==> src/rtl/boolean.sv <==
// Three-input programmable Boolean function unit: {A,B,C} selects one bit of an
// 8-bit run-time reloadable truth table, driven combinationally on F and registered on F_q.
module boolean #(
   parameter logic [7:0] TT_RESET   = 8'hE8,
   parameter bit         REG_OUT_EN = 1'b1
) (
   input  logic       clk,
   input  logic       rst,
   input  logic       A,
   input  logic       B,
   input  logic       C,
   input  logic       tt_we,
   input  logic [7:0] tt_wdata,
   output logic       F,
   output logic       F_q,
   output logic [7:0] tt
);

   logic [2:0] tt_idx;

   assign tt_idx = {A, B, C};

   // The table is only ever loaded from tt_wdata, so an unknown index can
   // at worst make F unknown; it never reaches the table storage.
   always_ff @(posedge clk or posedge rst) begin
      if (rst) begin
         tt <= TT_RESET;
      end else if (tt_we) begin
         tt <= tt_wdata;
      end
   end

   assign F = tt[tt_idx];

   generate
      if (REG_OUT_EN) begin : g_reg_out
         // Samples F from before the edge, so a same-edge write shows up one edge later.
         always_ff @(posedge clk or posedge rst) begin
            if (rst) begin
               F_q <= 1'b0;
            end else begin
               F_q <= F;
            end
         end
      end else begin : g_comb_out
         assign F_q = F;
      end
   endgenerate

endmodule

==> config.mk <==
export PLATFORM = sky130hd
export DESIGN_NAME = boolean
export DESIGN_NICKNAME = d
export VERILOG_FILES = /design/src/rtl/boolean.sv
export SDC_FILE = /design/constraint.sdc
export NUM_CORES = 1
export LEC_CHECK = 0
export ABC_AREA = 1
export CELL_PAD_IN_SITES_DETAIL_PLACEMENT = 1
export CELL_PAD_IN_SITES_GLOBAL_PLACEMENT = 1
export CORE_ASPECT_RATIO = 1.2
export CORE_MARGIN = 2
export CORE_UTILIZATION = 24
export DETAILED_ROUTE_END_ITERATION = 12
export PLACE_DENSITY_LB_ADDON = 0.12
export SLEW_MARGIN = 10
export SYNTH_ARGS = -nofsm -noshare
export SYNTH_HDL_FRONTEND = slang
export SYNTH_SLANG_ARGS = --single-unit
==> constraint.sdc <==
create_clock -name clk -period 1.25 [get_ports clk]
set_input_delay 0.3125 -clock clk [delete_from_list [all_inputs] [get_ports clk]]
set_output_delay 0.3125 -clock clk [all_outputs]
set_load 0.03 [all_outputs]
# After elaboration in Yosys (flattened, before gate mapping)
# Index checks and enable logic that the tools add are counted.
# W data, S select, Z words.
[word_totals]
output_inout_bits = 10
n_memories = 0
elab_cells = 5
romBits = 0
mem_bits_rw = 0
inputBits = 14
latch_bits = 0
reg_bits = 9
[classes]
n_div = 0
eq_ne = 0
order_cmp = 1
addsub = 0
bitwise_logic = 0
n_shift = 0
reduce_logical = 0
mux = 2
mul = 0
[op_table]
columns = ["cell", "count"]
rows = [
  ["$lt A3 B4 Y1 const B", 1],
  ["$bmux W1 S3", 1],
  ["$mux W1", 1],
]

# Logic depth before layout (Yosys ltp)
# Gate-level depths: netlist (run 1).
[depth]
depth_word = 2
mapped_depth = 6
mapped_depth_nobuf = 6

# Least setup slack after synthesis (run 1)
# Ideal clock, no wire load.
[synth_timing]
path_kind = "register to output"
start = "reg tt[7]"
end = "out F"
required_time_ns = 0.938
arrival_time_ns = 1.109
setup_slack_ns = -0.172
path_stages_with_launch = 7
n_path_buf = 0
path_cell_list = "dfstp_2 -> inv_1 -> nand2_1 -> nand3_1 -> nand2_1 -> nand2_1 -> nand2_1"
[synth_between]
elab_chain_len = 2
[synth_rtl]
columns = ["element", "line", "text"]
rows = [
  ["from (decl)", "16", "output logic [7:0] tt"],
  ["from (signal assigned)", "29", "tt <= tt_wdata;"],
  ["$bmux W1 S3", "33", "assign F = tt[tt_idx];"],
  ["$mux W1 (not written as such)", "33", ""],
  ["to (decl)", "14", "output logic F,"],
]
# Every way passes these cells. The select of a mux whose other input is x is not followed.

# Worst setup path in the final report (run 1)
[layout_timing]
start = "in B"
end = "out F"
[layout_between]
elab_chain_len = 2
[layout_rtl]
columns = ["element", "line", "text"]
rows = [
  ["from (decl)", "10", "input logic B,"],
  ["$bmux W1 S3", "33", ""],
  ["$mux W1 (not written as such)", "33", ""],
]
# Every way passes these cells. The select of a mux whose other input is x is not followed.

==> results by group, run 1 <==
Logic synthesis
  – Cell accounting for the most synthesized area: dfrtp_1
  – Post-synth net total: between 60 and 70
  – Sequential area share after synthesis: between 50% and 60%
  – Ys flop type: dfrtp_1
  – FF+latch count, synth: 9
  – Synthesized area: 422 um2
  – Distinct cells, synth: 8
  – Synth top area cells: dfrtp_1, dfstp_2, nand2_1, inv_1, o21ai_0
  – Yosys warnings: 0
  – Post-synthesis area per instance: approximately 7.7 um2
  – Most common cell in the netlist: nand2_1
  – Post-synth EDFFs: 0
  – Commonest cells in the netlist: nand2_1, inv_1, o21ai_0
  – Async SR Flop Fraction: 100%
  – Syn Inst Count: between 50 and 60
  – Post-synth top area share: between 20 and 30%

Floorplanning
  – Site Rows: 16
  – Initial Util: 25.7%
  – Die ar.: between 2000 and 2500 um2
  – Ports: 24
  – Core area: approximately 1600 um2
  – Die X: about 42 um
  – Die Span Y: 49.9 um

Clock network
  – CTS H-tree lvls: 1
  – Clock sinks: 9
  – Clock Path Buffers: 2
  – Clock root buffer: clkbuf_4
  – CTS tree: built
  – CTS Buf Count: 3
  – Worst skew pair latency: around 0.26 ns
  – Clock-pin slew on the worst setup and hold paths: 0.06 ns
  – Hold buffer count at CTS: 0

Critical path
  – Critical path depth: 7
  – R2R setup slack: roughly 0.28 ns
  – Worst Setup End Kind: output port
  – Worst Setup Start Kind: input pin
  – Worst path arrival time: 1.29 ns
  – Slowest stage cell, crit path: clkdlybuf4s50_1
  – Crit path max-delay family: buffers and inverters
  – Worst-path cell chain: clkdlybuf4s50_1 > inv_1 > nand3_1 > nand2_1 > nand2_2 > nand2_4 > buf_6
  – Crit path max fanout: 3
  – Worst Reg-to-Reg Cells: 6
  – Worst flop-to-flop path startpoint: tt[7]
  – WP data required: around 0.94 ns
  – WS Path Type: in2out
  – R2r endpoint: F_q
  – CP bufs+invs: 3
  – Max stage delay on crit path: about 0.5 ns

Power and ir drop
  – Clock power share: 26.6%
  – PD cells: 1120 nW/um2
  – Cell leakage power: approximately 0.00039 uW
  – Net switching fraction of the power: 31.3%
  – Logic pwr share: around 33%
  – Max VDD drop: a little over 0.6 mV
  – Part of the power in registers: between 40% and 50%
  – Power Internal: a little under 600 uW
  – Switching Power: between 200 and 300 uW

Timing
  – Slew headroom: between 70% and 80%
  – Count of final hold-check violations: 0
  – Final Slew Violations: 0
  – Clk_skew: ~0.0028 ns
  – Final WS setup: -0.357 ns
  – Worst-margin pin slew: between 0.3 and 0.4 ns
  – Period utilization: 129%
  – Fmax: around 0.62 GHz
  – # setup viols final: 5
  – RSZ-0062 raised after global routing: yes
  – Final min period: about 1.6 ns

Run status
  – Status: finished, violations left
  – Violated checks: negative setup slack

Finish
  – FF+latch area: roughly 230 um2
  – Total of fill cells in the finished design: around 210
  – Multi-input gate area: roughly 150 um2
  – Area Overhead vs Synth: 81.6%
  – Final non-filler cell total: roughly 110
  – Share of layout cells above drive strength 1: a little under two fifths
  – Nets@finish: approximately 100
  – Post-route cell area: ~770 um2
  – # diodes: 0

Drt
  – DRT iter0 DRCs: 0
  – DRC violations left: 0
  – Total Wirelength: 1210 um
  – Detail Route Antenna Nets: 0
  – DR vias/cell: 4.57
  – First-pass DRT Iterations: 1
  – Via count: slightly below 500
  – Wire length per cell: ~11 um

Placement
  – Placed Area: 697 um2
  – Placed Cells: 99
  – Pre-CTS WS: -0.499 ns
  – Gpl congestion: around 0.67
  – Placed wire-length estimate: between 900 and 1000 um
  – Port bufs: 23

Flow run
  – # Max-Cap Violations: 0

Min path
  – Min-Delay Path Class: in2async

Global route
  – Largest net degree at the start of global routing: 17
  – Vias in the first global route: between 400 and 500
  – Gr usage total: a little over an eighth
  – Congestion Overflow GR: 0
  – Initial antenna violation count: 0
  – First-pass GRT wire length: around 2000 um
## per-layer routing
layer | global-route usage, % | vias up | share of wire [%]
met5 | 0 | - | 0
met4 | 7.81 | 0 | 2.4
met3 | 4.40 | 4 | 6.9
met2 | 25.1 | 17 | 55
met1 | 12.8 | 229 | 35
li1 | - | 234 | -
## worst max-delay path by stage
stage | slack (ns) | to | from
final | -0.36 | F | B
after global routing | -0.46 | F | tt[7]
after CTS | -0.38 | F | tt[7]
after detailed placement | -0.50 | F | C
after global placement | -0.46 | F | C
after floorplan | -0.06 | F | tt[3]
## logic make-up after synthesis
group | synth area share [%]
simple gates | 23.4
buf+inv | 12.5
flops | 54.6
compound gates | 9.50
## sequential cells by signal (all words and copies together) (netlist names)
name  count
F_q       1
tt        8
## what timing repair did
item,CTS,global route
pin swaps,1,1
buffers inserted,1,2
setup endpoints to repair,5,5
gates resized for setup,6,1
## cells in the final DEF, fill, tap and decap left out
cell,netlist,layout
dfstp_2,4,4
buf_4,1,11
buf_12,0,1
nand2_2,0,3
clkbuf_1,0,1
inv_1,11,7
clkdlybuf4s50_1,0,12
clkbuf_4,0,3
dlygate4sd2_1,0,1
inv_2,1,5
nand3_1,4,4
buf_6,0,5
dfrtp_1,5,5
nand2_1,21,17
o21ai_0,8,8
nand2_4,0,1
## per-stage QoR
| stage | hold slack [ns] | setup TNS, ns | utilization (%) | power (uW) |
|---|---|---|---|---|
| 2_1_floorplan | 0.138 | -0.0588 | - | 478 |
| 3_3_place_gp | 0.474 | -0.545 | 42.5 | 603 |
| 3_5_place_dp | 0.475 | -0.603 | 42.5 | 611 |
| 4_1_cts | 0.316 | -0.698 | 45.5 | 862 |
| 5_1_grt | 0.342 | -1.03 | 46.6 | 914 |
| 6_report | 0.315 | -0.777 | 46.6 | 855 |
## power by group through the flow
stage          Clock (uW)  Combinational (uW)  Sequential (uW)
6_report              227                 284              343
5_1_grt               259                 308              348
4_1_cts               239                 279              344
3_5_place_dp            0                 262              349
3_3_place_gp            0                 256              347
2_1_floorplan           0                73.5              405
## layout make-up
| cell class | instances | share of cell area (%) |
|---|---|---|
| Clock buffer | 4 | 3.43 |
| Multi-Input combinational cell | 33 | 20.1 |
| Tap cell | 18 | 2.94 |
| Timing Repair Buffer | 30 | 37.6 |
| Inverter | 12 | 5.88 |
| Sequential cell | 9 | 30.1 |
No activity file was read; power rests on OpenSTA's default activity.
==> run 2: changes to the inputs <==
--- a/config.mk
+++ b/config.mk
@@ -12,6 +12,7 @@
 export CORE_MARGIN = 2
 export CORE_UTILIZATION = 24
 export DETAILED_ROUTE_END_ITERATION = 12
+export GPL_ROUTABILITY_DRIVEN = 0
 export PLACE_DENSITY_LB_ADDON = 0.12
 export SLEW_MARGIN = 10
 export SYNTH_ARGS = -nofsm -noshare
==> results of run 2 <==
The final DEF is identical to that of run 1; final timing and power are the same.
